## config.mk

```make
export PLATFORM = sky130hd
export DESIGN_NAME = dds_phase_gen_flat
export DESIGN_NICKNAME = d
export VERILOG_FILES = /design/src/rtl/dds_phase_gen_if.sv /design/src/rtl/dds_phase_gen.sv /design/src/flat_wrapper.sv
export SDC_FILE = /design/constraint.sdc
export NUM_CORES = 1
export LEC_CHECK = 0
export ABC_CLOCK_PERIOD_IN_PS = 8200
export CORE_ASPECT_RATIO = 2
export CORE_MARGIN = 2
export CORE_UTILIZATION = 40
export CTS_CLUSTER_SIZE = 40
export DETAILED_ROUTE_END_ITERATION = 10
export PLACE_DENSITY = 0.66
export SLEW_MARGIN = 20
export SYNTH_ARGS = -nofsm -noshare
export SYNTH_HDL_FRONTEND = slang
export SYNTH_SLANG_ARGS = --single-unit
```

## constraint.sdc

```tcl
create_clock -name clk -period 8.2 [get_ports clk]
set_input_delay 1.64 -clock clk [delete_from_list [all_inputs] [get_ports clk]]
set_output_delay 1.64 -clock clk [all_outputs]
set_load 0.005 [all_outputs]
```

## src/rtl/dds_phase_gen_if.sv

```systemverilog
// Host/ROM/converter-facing bus of the DDS phase front end.
// master = host side (drives load and tuning controls), slave = dds_phase_gen.
interface dds_phase_gen_if #(
    parameter int unsigned ACC_W = 32
);
    logic             load_start;
    logic             load_valid;
    logic [47:0]      load_data;
    logic             load_ready;
    logic             run_en;
    logic             ftw_wr;
    logic [ACC_W-1:0] ftw_in;
    logic [15:0]      poff_in;
    logic             busy;
    logic             cen;
    logic             wen;
    logic [5:0]       index_wri;
    logic [47:0]      D;
    logic             wen_in;
    logic [2:0]       index_qua;
    logic [5:0]       index_rea;
    logic [6:0]       index_cor;

    modport master (
        output load_start, load_valid, load_data, run_en, ftw_wr, ftw_in, poff_in,
        input  load_ready, busy, cen, wen, index_wri, D, wen_in,
               index_qua, index_rea, index_cor
    );

    modport slave (
        input  load_start, load_valid, load_data, run_en, ftw_wr, ftw_in, poff_in,
        output load_ready, busy, cen, wen, index_wri, D, wen_in,
               index_qua, index_rea, index_cor
    );
endinterface

```

## src/rtl/dds_phase_gen.sv

```systemverilog
// DDS front end: loads the 64x48 coarse ROM, then runs the phase accumulator and
// splits the truncated phase into octant/ROM index/residual. Option: PHASE_DITHER_EN.
module dds_phase_gen #(
    parameter int unsigned ACC_W     = 32,
    parameter int unsigned ROM_DEPTH = 64
) (
    input  logic             clk,
    input  logic             reset,
    dds_phase_gen_if.slave   bus
);
    localparam int unsigned PH_W   = 16;
    localparam int unsigned IDX_W  = 6;
    localparam int unsigned DATA_W = 48;
    localparam logic [IDX_W-1:0] LAST_IDX = IDX_W'(ROM_DEPTH - 1);

    typedef enum logic [1:0] {IDLE, LOAD, RUN} state_e;

    state_e             state_q, state_d;
    logic [ACC_W-1:0]   acc_q, acc_d, ftw_q, ftw_d;
    logic [IDX_W-1:0]   cnt_q, cnt_d, wri_q, wri_d;
    logic [DATA_W-1:0]  data_q, data_d;
    logic               wen_q, wen_d, cen_q, cen_d, wen_in_q, wen_in_d;
    logic               busy_q, busy_d, ready_q, ready_d;
    logic [2:0]         qua_q, qua_d;
    logic [5:0]         rea_q, rea_d;
    logic [6:0]         cor_q, cor_d;
    logic [PH_W-1:0]    ph_c;
    logic               step_c;
    logic               accept_c;

`ifdef PHASE_DITHER_EN
    localparam int unsigned DW = ((ACC_W - PH_W) > 16) ? 16 : (ACC_W - PH_W);
    localparam int unsigned SH = ACC_W - PH_W - DW;
    localparam logic [15:0] DMASK = 16'((32'd1 << DW) - 32'd1);

    logic [15:0]      lfsr_q, lfsr_d;
    logic [ACC_W-1:0] dith_sum_c;

    // Dither lands just below the truncation point; its carry ripples into ph.
    always_comb begin
        dith_sum_c = acc_q + (ACC_W'(lfsr_q & DMASK) << SH);
        ph_c       = dith_sum_c[ACC_W-1 -: PH_W] + bus.poff_in;
        lfsr_d     = lfsr_q;
        if (step_c)
            lfsr_d = {1'b0, lfsr_q[15:1]} ^ (lfsr_q[0] ? 16'hB400 : 16'h0000);
    end

    always_ff @(posedge clk or negedge reset) begin
        if (!reset) lfsr_q <= 16'hACE1;
        else        lfsr_q <= lfsr_d;
    end
`else
    always_comb begin
        ph_c = acc_q[ACC_W-1 -: PH_W] + bus.poff_in;
    end
`endif

    // Next-state and registered-output decode.
    always_comb begin
        state_d  = state_q;
        acc_d    = acc_q;
        ftw_d    = bus.ftw_wr ? bus.ftw_in : ftw_q;
        cnt_d    = cnt_q;
        wri_d    = wri_q;
        data_d   = data_q;
        wen_d    = 1'b0;
        cen_d    = 1'b0;
        wen_in_d = 1'b0;
        qua_d    = qua_q;
        rea_d    = rea_q;
        cor_d    = cor_q;
        step_c   = 1'b0;
        accept_c = 1'b0;

        case (state_q)
            IDLE: begin
                if (bus.load_start) begin
                    state_d = LOAD;
                end else if (bus.run_en) begin
                    state_d = RUN;
                    step_c  = 1'b1;
                end
            end
            LOAD: begin
                accept_c = bus.load_valid & ready_q;
                if (accept_c) begin
                    data_d = bus.load_data;
                    wri_d  = cnt_q;
                    wen_d  = 1'b1;
                    cen_d  = 1'b1;
                    if (cnt_q == LAST_IDX) begin
                        cnt_d   = '0;
                        state_d = IDLE;
                    end else begin
                        cnt_d = cnt_q + IDX_W'(1);
                    end
                end
            end
            RUN: begin
                if (bus.load_start)  state_d = LOAD;
                else if (bus.run_en) step_c  = 1'b1;
                else                 state_d = IDLE;
            end
            default: state_d = IDLE;
        endcase

        // Sample carries the pre-update accumulator; the step uses the old ftw.
        if (step_c) begin
            acc_d    = acc_q + ftw_q;
            wen_in_d = 1'b1;
            cen_d    = 1'b1;
            qua_d    = ph_c[15:13];
            rea_d    = ph_c[12:7];
            cor_d    = ph_c[6:0];
        end

        busy_d  = (state_d == LOAD);
        ready_d = (state_d == LOAD);
    end

    always_ff @(posedge clk or negedge reset) begin
        if (!reset) begin
            state_q  <= IDLE;
            acc_q    <= '0;
            ftw_q    <= '0;
            cnt_q    <= '0;
            wri_q    <= '0;
            data_q   <= '0;
            wen_q    <= 1'b0;
            cen_q    <= 1'b0;
            wen_in_q <= 1'b0;
            busy_q   <= 1'b0;
            ready_q  <= 1'b0;
            qua_q    <= '0;
            rea_q    <= '0;
            cor_q    <= '0;
        end else begin
            state_q  <= state_d;
            acc_q    <= acc_d;
            ftw_q    <= ftw_d;
            cnt_q    <= cnt_d;
            wri_q    <= wri_d;
            data_q   <= data_d;
            wen_q    <= wen_d;
            cen_q    <= cen_d;
            wen_in_q <= wen_in_d;
            busy_q   <= busy_d;
            ready_q  <= ready_d;
            qua_q    <= qua_d;
            rea_q    <= rea_d;
            cor_q    <= cor_d;
        end
    end

    assign bus.load_ready = ready_q;
    assign bus.busy       = busy_q;
    assign bus.cen        = cen_q;
    assign bus.wen        = wen_q;
    assign bus.index_wri  = wri_q;
    assign bus.D          = data_q;
    assign bus.wen_in     = wen_in_q;
    assign bus.index_qua  = qua_q;
    assign bus.index_rea  = rea_q;
    assign bus.index_cor  = cor_q;
endmodule

```

## src/flat_wrapper.sv

```systemverilog
// flat-port wrapper written by rule: the top's interface ports become plain ports
module dds_phase_gen_flat 
#(
    parameter int unsigned ACC_W     = 32,
    parameter int unsigned ROM_DEPTH = 64
)
  (clk, reset, bus_load_start, bus_load_valid, bus_load_data, bus_run_en, bus_ftw_wr, bus_ftw_in, bus_poff_in, bus_load_ready, bus_busy, bus_cen, bus_wen, bus_index_wri, bus_D, bus_wen_in, bus_index_qua, bus_index_rea, bus_index_cor);
  dds_phase_gen_if #(.ACC_W(ACC_W)) bus_i ();
  input  logic clk;
  input  logic reset;
  input wire logic [$bits(bus_i.load_start)-1:0] bus_load_start;
  input wire logic [$bits(bus_i.load_valid)-1:0] bus_load_valid;
  input wire logic [$bits(bus_i.load_data)-1:0] bus_load_data;
  input wire logic [$bits(bus_i.run_en)-1:0] bus_run_en;
  input wire logic [$bits(bus_i.ftw_wr)-1:0] bus_ftw_wr;
  input wire logic [$bits(bus_i.ftw_in)-1:0] bus_ftw_in;
  input wire logic [$bits(bus_i.poff_in)-1:0] bus_poff_in;
  output wire logic [$bits(bus_i.load_ready)-1:0] bus_load_ready;
  output wire logic [$bits(bus_i.busy)-1:0] bus_busy;
  output wire logic [$bits(bus_i.cen)-1:0] bus_cen;
  output wire logic [$bits(bus_i.wen)-1:0] bus_wen;
  output wire logic [$bits(bus_i.index_wri)-1:0] bus_index_wri;
  output wire logic [$bits(bus_i.D)-1:0] bus_D;
  output wire logic [$bits(bus_i.wen_in)-1:0] bus_wen_in;
  output wire logic [$bits(bus_i.index_qua)-1:0] bus_index_qua;
  output wire logic [$bits(bus_i.index_rea)-1:0] bus_index_rea;
  output wire logic [$bits(bus_i.index_cor)-1:0] bus_index_cor;
  assign bus_i.load_start = bus_load_start;
  assign bus_i.load_valid = bus_load_valid;
  assign bus_i.load_data = bus_load_data;
  assign bus_i.run_en = bus_run_en;
  assign bus_i.ftw_wr = bus_ftw_wr;
  assign bus_i.ftw_in = bus_ftw_in;
  assign bus_i.poff_in = bus_poff_in;
  assign bus_load_ready = bus_i.load_ready;
  assign bus_busy = bus_i.busy;
  assign bus_cen = bus_i.cen;
  assign bus_wen = bus_i.wen;
  assign bus_index_wri = bus_i.index_wri;
  assign bus_D = bus_i.D;
  assign bus_wen_in = bus_i.wen_in;
  assign bus_index_qua = bus_i.index_qua;
  assign bus_index_rea = bus_i.index_rea;
  assign bus_index_cor = bus_i.index_cor;
  dds_phase_gen #(.ACC_W(ACC_W), .ROM_DEPTH(ROM_DEPTH)) u_core (.clk(clk), .reset(reset), .bus(bus_i));
endmodule
```

==> summary.md, run 1 <==
| Metric | Value |
|---|---|
| Status | complete, no violations |
| Share of cells above drive strength 1 | 9.08% |
| Hold path start | u_core.bus.D[43]$_DFFE_PN0P_ |
| CTS sink cnt | roughly 150 |
| PortBufs | ~180 |
| Routability Congestion | 0.874 |
| Post-route clock period utilization | a little over half |
| Startpoint types | primary input |
| CP max stage cell | clkinv_1 |
| Pre-CTS setup slack | ~3.5 ns |
| Global routing usage on met3 | about 3.4% |
| Crit Path Max Fanout | 87 |
| Post-synth EDFFs | 0 |
| HPWL after detailed placement | 14100 µm |
| Post-DP Area | a little under 0.01 mm² |
| Max-slew headroom | between 40% and 50% |
| FF-to-FF setup slack | roughly 5.1 ns |
| Slowest cell delay on critical path | approximately 0.73 ns |
| Yosys reg bits | approximately 150 |
| Syn_area_per_cell | 9.46 µm² |
| CTS tree | yes |
| Min-Delay Path Depth | 2 |
| Via count | about 6.4k |
| Antenna violations before repair | 0 |
| Row count | about 70 |
| Max Slew Vio Count | 0 |
| # diodes | 0 |
| Setup-failing EPs final | 0 |
| Multiplexer share of the synthesized area | between 4 and 5% |
| Global-route track usage on met1 | about a fifth |
| Post-CTS setup buffers | 0 |
| Cell Pwr Density | approximately 260 mW/mm² |
| Hold Violations, Final | 0 |
| Worst hold slack | 0.471 ns |
| Final Power | 2.63 mW |
| Post-synthesis cell type count | 68 |
| Wire per inst | roughly 15 µm |
| Drc violations | 0 |
| Skew-Pair Late Insertion Delay | roughly 0.43 ns |
| Reg-to-reg startpoint | u_core.ftw_q[0]$_DFFE_PN0P_ |
| Synthesized instance count | roughly 820 |
| Die Y | 201 µm |
| Die W | 103 µm |
| Leakage | about 4.7 nW |
| Most common cell after layout, fill and taps aside | nand2_1 |
| Asr flop ratio synth | between 90% and 100% |
| H-Tree Depth | 4 |
| Ports | 177 |
| Area grow syn2layout | 32.2% |
| CTS Hold Bufs | 0 |
| Met2 Use GR | around a third |
| Worst Path Arrival | 4.63 ns |
| Worst VDD drop | 0.000122 V |
| FF-to-FF End | u_core.acc_q[24]$_DFFE_PN0P_ |
| Fmax | ~230 MHz |
| Maximum clock path buffer count | 2 |
| Post-Synth XOR/XNOR Area | around 3.8% |
| Finished Cell Area | just over 0.01 mm² |
| Syn_nets | 974 |
| Compound-cell area share of the yosys netlist | between 10% and 20% |
| WS Path Type | in2reg |
| Min-Delay Path Class | reg2reg |
| Core area | roughly 0.019 mm² |
| Crit path capture type | flip-flop |
| Post-Synth Simple-Gate Area | a little under a fifth |
| Leading register cell type out of synthesis | dfrtp_1 |
| Setup TNS | 0 ns |
| Number of gates resized after CTS | 0 |
| Clock period minus worst slack | around 4.3 ns |
| Vias in the first global route | roughly 6.4k |
| Synthesis Warnings | 0 |
| Post-route ant nets | 0 |
| Hold Path Sink | u_core.bus.D[43]$_DFFE_PN0P_ |
| Drt initial violations | around 190 |
| Clock-pin slew on the worst setup and hold paths | 0.06 ns |
| Largest family of logic cells by synthesized area | simple AND/OR/NAND/NOR gates |
| Initial Util | about two fifths |
| Pre-antenna DRT Iters | 4 |
| Unrepaired setup endpoints after global routing | false |
| Worst-margin pin slew | 0.891 ns |
| Adder-Cell Fraction of Synth Area | under 10% |
| MaxCap Viol Count | 0 |
| First-pass GRT wire length | about 31000 µm |
| Sequential share of the synthesized area | approximately 47% |
| DP Cell Count | approximately 1.2k |
| Clk_skew | between 0.01 and 0.015 ns |
| Overall Global Routing Usage | 19.3% |
| Nets | between 1k and 1.5k |
| Non-filler cells, final | around 1.3k |
| Most frequent cells in the layout | nand2_1 (248), clkdlybuf4s50_1 (175), dfrtp_1 (146) |
| Setup WS post-layout | roughly 4 ns |
| Fin util | a little over half |
| Root buf cell | clkbuf_16 |
| Die Area | 0.0207 mm² |
| R2R cell count | 10 |
| Critical path, cell by cell | clkdlybuf4s50_1 -> nor2_1 -> nand2_2 -> buf_4 -> clkinv_1 -> and4_2 -> o311a_1 -> a211oi_2 -> xnor2_1 |
| CTS Buf Count | 17 |
| Largest net degree at the start of global routing | 88 |
| WP data required | approximately 8.6 ns |
| Total congestion overflow | 0 |
| Vias per cell | 5.04 |
| DRT Wirelength | 18900 µm |
| Busiest grt layer | met2 |
| Synthesized area | between 0.007 and 0.008 mm² |
==> sequential cells by signal, summed over array words and instances, names as in the netlist, 2 cells and up <==
register              count
u_core.bus.D             48
u_core.bus.index_cor      7
u_core.acc_q             32
u_core.state_q            2
u_core.ftw_q             32
u_core.bus.index_qua      3
u_core.bus.index_rea      6
u_core.cnt_q              6
u_core.bus.index_wri      6
==> cells in the mapped netlist (4+ instances only) <==
cell type	n	area, µm²
a211oi_1	7	52.6
a21o_1	13	97.6
a21oi_1	42	210
and3_1	6	37.5
buf_1	8	30.0
clkbuf_1	18	67.6
dfrtp_1	146	3650
ha_1	47	588
inv_1	10	37.5
mux2_2	34	383
nand2_1	249	935
nand2b_1	7	43.8
nand3_1	9	45.0
nand3b_1	4	30.0
nand4_1	8	50.1
nor2_1	28	105
nor2b_1	6	37.5
nor3_1	9	45.0
o21ai_0	58	290
o21bai_1	6	45.0
o31ai_1	8	60.1
or3_1	4	25.0
xnor2_1	20	175
xor2_1	14	123
==> routing by layer <==
layer  share of wire, %  vias to the layer above  wire length [µm]
li1                   -                     3180                 -
met1                 38                     2968              7180
met5                  0                        -                 0
met3                4.8                       37               909
met4                3.0                        0               563
met2                 54                      169             10300
==> worst max-delay path by stage <==
stage,cells past startpoint,start,slack [ns],end
after floorplan,10,bus_poff_in[0],4.50,u_core.bus.index_rea[5]$_DFFE_PN0P_
after global placement,9,bus_load_start,3.50,u_core.acc_q[31]$_DFFE_PN0P_
after detailed placement,9,bus_load_start,3.47,u_core.acc_q[31]$_DFFE_PN0P_
after CTS,9,bus_load_start,3.92,u_core.acc_q[31]$_DFFE_PN0P_
after global routing,9,bus_load_start,3.63,u_core.acc_q[31]$_DFFE_PN0P_
final,9,bus_load_start,3.92,u_core.acc_q[31]$_DFFE_PN0P_
==> area by class of cell <==
type                       count  area, µm²
fill                        1767       8900
timing repair buffer         181       1800
inverter                      11       41.3
sequential                   146       3650
clock inverter                13        113
clock buffer                  19        433
tap                          259        324
multi-input combinational    632       3920
==> power by group <==
part | switching, mW | total [mW] | internal (mW)
registers | 0.0928 | 0.944 | 0.851
logic | 0.492 | 0.960 | 0.468
clock network | 0.309 | 0.724 | 0.415
total | 0.894 | 2.63 | 1.73
==> worst max-delay path: cells and delay by family <==
family                    cells  cell delay (ns)
buffers and inverters         3             1.88
and+or+nand+nor               3             0.62
AOI/OAI and AO/OA             2             0.33
xor gates and xnor gates      1             0.14
==> cell families (layout without fill, tap and decap cells) <==
logic type                 after synthesis  after routing
and+or+nand+nor                        342            342
AOI/OAI and AO/OA                      173            173
DFF                                    146            146
adders and majority gates               49             49
buffers and inverters                   45            224
xor gates and xnor gates                34             34
muxes                                   34             34
(Power assumes the default switching activity.)
==> run 2: changes to the inputs <==
--- a/config.mk
+++ b/config.mk
@@ -5,7 +5,7 @@
 export SDC_FILE = /design/constraint.sdc
 export NUM_CORES = 1
 export LEC_CHECK = 0
-export ABC_CLOCK_PERIOD_IN_PS = 8200
+export ABC_CLOCK_PERIOD_IN_PS = 4200
 export CORE_ASPECT_RATIO = 2
 export CORE_MARGIN = 2
 export CORE_UTILIZATION = 40
==> constraint.sdc (replaced) <==
create_clock -name clk -period 4.2 [get_ports clk]
set_input_delay 0.84 -clock clk [delete_from_list [all_inputs] [get_ports clk]]
set_output_delay 0.84 -clock clk [all_outputs]
set_load 0.005 [all_outputs]
==> summary.md, run 2 (synthesized netlist as in run 1, its figures left out) <==
| Metric | Value |
|---|---|
| FF-to-FF End | u_core.acc_q[24]$_DFFE_PN0P_ |
| HPWL after detailed placement | roughly 14000 µm |
| Setup WS post-layout | between 0.9 and 1 ns |
| Worst Path Arrival | 3.54 ns |
| Met2 Use GR | between 30% and 40% |
| Die Y | between 200 and 250 µm |
| Antenna violations before repair | 0 |
| Unrepaired setup endpoints after global routing | false |
| Final Power | roughly 5.3 mW |
| MaxCap Viol Count | 0 |
| Crit Path Max Fanout | 3 |
| Max Slew Vio Count | 0 |
| Via count | between 6k and 7k |
| Cell Pwr Density | a little over 500 mW/mm² |
| Leakage | ~4.8 nW |
| Fmax | ~310 MHz |
| Post-route clock period utilization | between 70% and 80% |
| Routability Congestion | roughly 0.88 |
| CTS Buf Count | 17 |
| Worst-margin pin slew | 0.834 ns |
| Drc violations | 0 |
| Ports | 177 |
| Initial Util | about 41% |
| Skew-Pair Late Insertion Delay | around 0.42 ns |
| Startpoint types | primary input |
| Area grow syn2layout | 33.5% |
| Wire per inst | between 15 and 20 µm |
| Pre-antenna DRT Iters | 5 |
| Post-route ant nets | 0 |
| Overall Global Routing Usage | about a fifth |
| CTS sink cnt | around 150 |
| WP data required | 4.48 ns |
| PortBufs | approximately 180 |
| Row count | 72 |
| Min-Delay Path Class | in2async |
| Status | complete, no violations |
| Clock-pin slew on the worst setup and hold paths | 0.06 ns |
| Drt initial violations | approximately 200 |
| Max-slew headroom | roughly 44% |
| Hold Violations, Final | 0 |
| Vias in the first global route | 6383 |
| Share of cells above drive strength 1 | about 9.2% |
| Busiest grt layer | met2 |
| Crit path capture type | flip-flop |
| Clock period minus worst slack | around 3.3 ns |
| R2R cell count | 10 |
| Most frequent cells in the layout | nand2_1 (248), clkdlybuf4s50_1 (175), dfrtp_1 (146) |
| Vias per cell | ~5.0 |
| CTS Hold Bufs | 0 |
| Die W | between 100 and 150 µm |
| Maximum clock path buffer count | 2 |
| DRT Wirelength | 19000 µm |
| Root buf cell | clkbuf_16 |
| Nets | between 1k and 1.5k |
| Setup TNS | 0 ns |
| First-pass GRT wire length | approximately 31000 µm |
| Clk_skew | 0.0105 ns |
| Total congestion overflow | 0 |
| Number of flip-flops under the largest register name | 48 |
| Worst VDD drop | between 0.0002 and 0.0003 V |
| Setup-failing EPs final | 0 |
| Core area | ~0.019 mm² |
| Largest net degree at the start of global routing | 89 |
| CTS tree | yes |
| Reg-to-reg startpoint | u_core.ftw_q[0]$_DFFE_PN0P_ |
| Fin util | roughly 54% |
| Pre-CTS setup slack | between 0.5 and 0.6 ns |
| Global routing usage on met3 | between 3 and 4% |
| FF-to-FF setup slack | about 1.2 ns |
| H-Tree Depth | 4 |
| Die Area | around 0.021 mm² |
| FILL cells | around 1.8k |
| Post-CTS setup buffers | 0 |
| Global-route track usage on met1 | between 20% and 30% |
| Worst hold slack | about 0.47 ns |
| Most common cell after layout, fill and taps aside | nand2_1 |
| Number of gates resized after CTS | 0 |
| WS Path Type | in2reg |
| # diodes | 0 |
## run 2: worst max path at each step
| stage | startpoint | endpoint | slack [ns] | depth (start not counted) |
|---|---|---|---|---|
| 2_1_floorplan | bus_poff_in[0] | u_core.bus.index_rea[5]$_DFFE_PN0P_ | 1.30 | 10 |
| 3_3_place_gp | bus_poff_in[0] | u_core.bus.index_rea[5]$_DFFE_PN0P_ | 0.57 | 11 |
| 3_5_place_dp | bus_poff_in[0] | u_core.bus.index_rea[5]$_DFFE_PN0P_ | 0.55 | 11 |
| 4_1_cts | bus_poff_in[0] | u_core.bus.index_rea[5]$_DFFE_PN0P_ | 0.98 | 11 |
| 5_1_grt | bus_poff_in[0] | u_core.bus.index_rea[5]$_DFFE_PN0P_ | 0.76 | 11 |
| 6_report | bus_poff_in[0] | u_core.bus.index_rea[5]$_DFFE_PN0P_ | 0.94 | 11 |
## run 2: stage by stage
step                cell area (µm²)  instances
finish                        10400       1262
global route                  10400       1262
CTS                           10400       1262
detailed placement             9770       1232
global placement               9770       1232
floorplan                      7780        823
## run 2: area by class of cell
| class | instances | area, µm² | share of cell area (%) |
|---|---|---|---|
| inverters | 11 | 41.3 | 0.397 |
| flip-flops and latches | 146 | 3650 | 35.2 |
| clock buffers | 21 | 460 | 4.43 |
| repair buffers | 184 | 1840 | 17.7 |
| clock inverters | 9 | 155 | 1.49 |
| multi-input cells | 632 | 3920 | 37.7 |
| well taps | 259 | 324 | 3.12 |
## run 2: critical path, cell delays in order
cell	delay [ns]
clkdlybuf4s50_1	0.41
ha_1	0.25
fa_1	0.41
a21o_1	0.18
a21o_1	0.19
a21oi_1	0.19
o21ai_0	0.22
a221oi_1	0.40
nor2b_1	0.21
xor2_1	0.14
o21ai_0	0.08
## run 2: power by group
group,total [mW],internal (mW),leakage [nW],switching (mW)
logic,1.88,0.918,2.70,0.959
clock network,1.59,1.02,0.299,0.574
registers,1.84,1.66,1.79,0.180
## run 2: routing by layer
metal	wire length [µm]	part of all wire [%]	vias up
met5	0	0	-
li1	-	-	3173
met4	526	2.8	0
met3	880	4.6	33
met1	7330	39	2939
met2	10200	54	169
==> edit 1, RTL diff (settings of run 1) <==
Set the localparam `PH_W` to 20 (it was 16).
--- a/src/rtl/dds_phase_gen.sv
+++ b/src/rtl/dds_phase_gen.sv
@@ -8,7 +8,7 @@
     input  logic             reset,
     dds_phase_gen_if.slave   bus
 );
-    localparam int unsigned PH_W   = 16;
+    localparam int unsigned PH_W   = 20;
     localparam int unsigned IDX_W  = 6;
     localparam int unsigned DATA_W = 48;
     localparam logic [IDX_W-1:0] LAST_IDX = IDX_W'(ROM_DEPTH - 1);
Function: changed (Yosys sat finds a counterexample within 4 cycles, from zero or initial values and one cycle with reset low).
==> edit 1 against run 1 <==
- count of clock-buffer cells in the layout rose by 1
- total power fell by 2.5%
- setup slack improved by 0.34 ns
- sequential cell count fell by 8
- final area fell by 6.0%
- area after synthesis fell by 7.8%
- routed wire length fell by 8.6%
- first-iteration DRC count rose by 2.6%
- critical path type unchanged
- highest routed layer unchanged
==> edit 1: results (changes against run 1) <==
stage,metric,value,unit,change
cells_and_area,FILL cells,1607,,-9.1%
global_routing,first-pass GRT wire length,28.6,mm,-7.6%
place,number of port buffers,172,,-2.3%
min_path,Worst Hold Depth,2,,unchanged
die,Rows,69,,-4.2%
yosys,Seq cells post-synth,138,,-5.5%
timing,Max-slew headroom,33.9,%,-6.7 points
global_routing,vias in the first global route,5914,,-7.0%
yosys,Post-synth top cells,"nand2_1, dfrtp_1, o21ai_0",,
cells_and_area,fraction of layout instances using a drive strength above 1,9.82,%,+0.74 points
clocking,cts bufs inserted,17,,unchanged
yosys,most common cell in the netlist,nand2_1,,
place,DP HPWL,12.7,mm,-9.6%
yosys,"Seq/Total Area, Yosys",48.1,%,+1.2 points
clocking,H-tree Lvls,4,,unchanged
timing,hold slack,0.469,ns,-0.00208 ns
power_and_ir_drop,peak supply drop,0.000138,V,+13%
global_routing,gr usage total,18.8,%,-0.49 points
yosys,post-synthesis cell type count,65,,-4.4%
yosys,Synth area leaders,"dfrtp_1, nand2_1, ha_1",,
cells_and_area,multi-input combinational gate total,577,,-8.7%
cells_and_area,multi-input combinational cell area,3560,µm²,-9.3%
yosys,Synth Area in Compound Gates,13.9,%,-1.1 points
status,outcome,completed,,
route,DR iter-0 viols,194,,+2.6%
cells_and_area,P&R area growth vs syn,34.8,%,
cells_and_area,nets@finish,1071,,-6.1%
yosys,Post-Synth XOR/XNOR Area,4.27,%,+0.45 points
cells_and_area,# clk buffers,20,,+1
clocking,post-cts resize count,0,,unchanged
power_and_ir_drop,Leakage,0.00459,µW,-2.8%
yosys,mux share of post-synthesis cell area,4.85,%,-0.070 points
global_routing,met1 Track Usage GR,20.8,%,-0.12 points
place,GP Congestion,0.853,,-2.3%
yosys,Synth Flop Type,dfrtp_1,,
cells_and_area,register area,3450,µm²,-5.5%
global_routing,met3 GRT Util,2.78,%,-0.66 points
global_routing,largest net degree at the start of global routing,81,,-8.0%
cells_and_area,Signal buf overhead,18.1,%,+0.63 points
power_and_ir_drop,Net Sw Frac,32.8,%,-1.2 points
yosys,adder-cell area share of the yosys netlist,8.06,%,-0.012 points
critical_path,WP data arrival,4.20,ns,-0.43 ns
min_path,Hold Path Sink,u_core.bus.index_wri[1],,
critical_path,R2R Path End,u_core.acc_q[26],,
timing,Fin Clk Skew,0.0135,ns,+0.00218 ns
min_path,Min-Delay Path Class,reg2reg,,
critical_path,r2r startpoint,u_core.ftw_q[0],,
place,placed cell areas,9080,µm²,-6.7%
critical_path,Critical Path Fanout Max,3,,-97%
critical_path,R2R Setup Slk,5.37,ns,+0.29 ns
yosys,syn nets,903,,-7.3%
cells_and_area,bufs w/o clock,176,,-2.8%
cells_and_area,clk cell area share,6.06,%,+0.75 points
route,drt first pass iters,4,,unchanged
route,vias,5782,,-9.0%
cells_and_area,non-clock inverter count,14,,+3
place,Place WS,3.80,ns,+0.329 ns
route,wire length per cell,15.0,µm,+0.28%
min_path,Hold Crit Start,u_core.bus.index_wri[1],,
global_routing,met2 Usage GRT,35.5,%,+0.39 points
## edit 1: cell types whose count changed after synthesis, sizes merged, moves of 5 or more
cell / change
nor2: -7
a211oi: -6
nand2b: -5
o21ai: -8
dfrtp: -8
nor3: -5
a21o: +5
## edit 1: worst max-delay path: stages
cell and delay [ns]:
clkdlybuf4s50_1 0.45, ha_1 0.24, fa_1 0.40, a21oi_1 0.15
o21bai_1 0.10, a21oi_1 0.21, o21ai_0 0.21, a211oi_1 0.42
a211oi_1 0.16, xnor2_1 0.15, o21ai_0 0.08
## edit 1: power groups by stage
| stage | Clock [µW] | Combinational, µW | Sequential (µW) |
|---|---|---|---|
| 6_report | 764 | 905 | 892 |
| 5_1_grt | 813 | 1020 | 909 |
| 4_1_cts | 789 | 913 | 893 |
| 3_5_place_dp | 0 | 908 | 904 |
| 3_3_place_gp | 0 | 896 | 899 |
| 2_1_floorplan | 0 | 599 | 890 |
## edit 1: worst max-delay path by stage
stage	from	end	slack, ns
floorplan	bus_poff_in[0]	u_core.bus.index_qua[1]	4.67
CTS	bus_poff_in[0]	u_core.bus.index_qua[1]	4.24
detailed placement	bus_poff_in[0]	u_core.bus.index_qua[1]	3.80
global route	bus_poff_in[0]	u_core.bus.index_qua[1]	4.08
finish	bus_poff_in[0]	u_core.bus.index_qua[1]	4.27
global placement	bus_poff_in[0]	u_core.bus.index_qua[1]	3.80
## edit 1: stage by stage
step / instances / power [µW]
finish: 1150 / 2560
floorplan: 756 / 1490
CTS: 1150 / 2590
global route: 1150 / 2740
global placement: 1118 / 1790
detailed placement: 1118 / 1810
## edit 1: per-layer routing
layer | up-vias | wire, µm
met5 | - | 0
met4 | 0 | 353
met3 | 22 | 497
met2 | 130 | 9740
met1 | 2718 | 6720
li1 | 2912 | -
==> edit 2, RTL diff (flow settings as in run 1) <==
Without the edit above. Re-encode `state_e` (3 states) as one-hot, 3 bits wide.
--- a/src/rtl/dds_phase_gen.sv
+++ b/src/rtl/dds_phase_gen.sv
@@ -13,7 +13,7 @@
     localparam int unsigned DATA_W = 48;
     localparam logic [IDX_W-1:0] LAST_IDX = IDX_W'(ROM_DEPTH - 1);
 
-    typedef enum logic [1:0] {IDLE, LOAD, RUN} state_e;
+    typedef enum logic [2:0] {IDLE = 3'b001, LOAD = 3'b010, RUN = 3'b100} state_e;
 
     state_e             state_q, state_d;
     logic [ACC_W-1:0]   acc_q, acc_d, ftw_q, ftw_d;
Formal check against the unedited RTL: no difference found for any inputs over 4 cycles, from zero or initial values and one cycle with reset low; so few cycles prove little.
==> edit 2 against run 1 <==
- final area fell by 0.55%
- setup slack improved by 0.073 ns
- via count fell by 3.4%
- critical path type unchanged
- routed wire length fell by 4.3%
- area after synthesis fell by 2.4%
- global-route usage fell by 0.74 points
- cell count fell by 1.7%
- sequential cell count rose by 1
- non-clock buffer count did not move
- total power rose by 37%
==> edit 2: results (changes against run 1) <==
stage,metric,value,unit,change
yosys,adder-cell area share of the yosys netlist,8.27,%,+0.20 points
timing,Max-slew headroom,43.7,%,+3.1 points
route,DR iter-0 viols,171,,-9.5%
route,WL final,18.1,mm,-4.3%
route,drt first pass iters,4,,unchanged
route,vias,6139,,-3.4%
critical_path,R2R Setup Slk,4.95,ns,-0.13 ns
yosys,Synth Area in Compound Gates,13.3,%,-1.7 points
yosys,Async SR Flop Fraction,100,%,unchanged
critical_path,Critical Path Fanout Max,3,,-97%
status,outcome,completed,,
global_routing,gr usage total,18.5,%,-0.74 points
route,wire length per cell,14.6,µm,-2.7%
yosys,Post-synth top cells,"nand2_1, dfrtp_1, o21ai_0",,
yosys,Post-Synth XOR/XNOR Area,5.08,%,+1.2 points
yosys,syn nets,954,,-2.1%
power_and_ir_drop,Leakage,0.00472,µW,about the same
clocking,setup repair bufs after CTS,0,,unchanged
timing,Fin Clk Skew,0.00768,ns,-0.00366 ns
cells_and_area,fraction of layout instances using a drive strength above 1,8.43,%,-0.65 points
place,DP HPWL,13.3,mm,-5.3%
min_path,Min-Delay Path Class,reg2reg,,
global_routing,first-pass GRT wire length,28.9,mm,-6.8%
yosys,mux share of post-synthesis cell area,5.17,%,+0.26 points
min_path,Hold Crit Start,u_core.bus.D[36],,
critical_path,CP top delay family,compound AO/OA/AOI/OAI gates,,
yosys,post-synthesis cell type count,51,,-25%
critical_path,Crit. Startpoint,bus_poff_in[0],,
critical_path,max incr delay on CP,0.47,ns,-0.26 ns
cells_and_area,FILL cells,1692,,-4.2%
critical_path,cell with the biggest individual delay on the critical path,clkdlybuf4s50_1,,
critical_path,R2R Path End,u_core.acc_q[30],,
clocking,Max clock buf depth,2,,unchanged
cells_and_area,nets@finish,1123,,-1.5%
yosys,"Seq/Total Area, Yosys",48.5,%,+1.5 points
yosys,Cells after Synth,803,,-2.4%
min_path,Hold Path Sink,u_core.bus.D[36],,
global_routing,vias in the first global route,5987,,-5.8%
place,GP Congestion,0.890,,+1.9%
global_routing,initial antenna violation count,1,,+1
place,post-placement cell count,1207,,-1.8%
critical_path,WP data arrival,4.56,ns,-0.07 ns
global_routing,largest net degree at the start of global routing,95,,+8.0%
power_and_ir_drop,peak supply drop,0.000156,V,+28%
critical_path,FF-to-FF path depth,11,,+1
[edit 2: layer usage]
metal / share of wire [%] / up-vias / wire length (µm) / global-route usage (%)
met1: 39 / 2844 / 7030 / 19.6
met2: 54 / 165 / 9770 / 34.3
met3: 3.5 / 39 / 642 / 3.37
met5: 0 / - / 0 / 0
li1: - / 3091 / - / -
met4: 3.7 / 0 / 676 / 9.36
[edit 2: worst register-to-register path, cell delays in order, from the launching register on]
cell       delay, ns
dfrtp_1         0.41
ha_1            0.24
fa_1            0.42
a21o_1          0.22
a221oi_2        0.38
o221ai_2        0.23
o211ai_2        0.29
o2111ai_1       0.20
a31oi_1         0.34
o21ai_1         0.15
xnor2_1         0.15
o21ai_1         0.07
[edit 2: area by class of cell]
class / count / area [µm²] / area share (%)
Multi-Input combinational cell: 609 / 3740 / 36.6
Tap cell: 255 / 319 / 3.12
Sequential cell: 147 / 3680 / 36.0
Antenna cell: 1 / 2.50 / 0.0245
Clock buffer: 23 / 488 / 4.77
Inverter: 16 / 60.1 / 0.587
Clock inverter: 8 / 124 / 1.21
Timing Repair Buffer: 181 / 1810 / 17.7
[edit 2: kinds of logic (layout without fill, tap and decap cells)]
logic type               after synthesis  after routing
buffers and inverters                 47            228
other                                  0              1
flip-flops                           147            147
AO/OA/AOI/OAI                        165            165
XOR/XNOR                              44             44
adder cells (fa/ha/maj)               49             49
multiplexers                          35             35
AND/OR/NAND/NOR                      316            316
[edit 2: how the worst max path moves through the flow]
stage,end,slack [ns],cells past startpoint
detailed placement,u_core.bus.index_rea[5],3.59,12
CTS,u_core.bus.index_rea[5],4.00,12
global placement,u_core.bus.index_qua[1],3.60,12
floorplan,u_core.bus.index_qua[1],4.34,11
global route,u_core.bus.index_qua[2],3.78,11
finish,u_core.bus.index_qua[1],4.00,12
[edit 2: metrics by stage]
step	hold WS (ns)	total power [µW]	worst slack [ns]	utilization [%]	area (µm²)
3_5_place_dp	0.461	2830	3.59	51.2	9590
6_report	0.470	3610	4.00	54.6	10200
3_3_place_gp	0.456	2790	3.60	51.2	9590
2_1_floorplan	0.450	2160	4.34	-	7590
5_1_grt	0.483	3900	3.78	54.6	10200
4_1_cts	0.476	3660	4.00	54.4	10200
[edit 2: power breakdown]
| part | leakage (µW) | internal (µW) | switching [µW] |
|---|---|---|---|
| Clock | 0.000296 | 509 | 295 |
| Combinational | 0.00262 | 832 | 786 |
| Sequential | 0.00181 | 1010 | 184 |
| Total | 0.00472 | 2350 | 1260 |
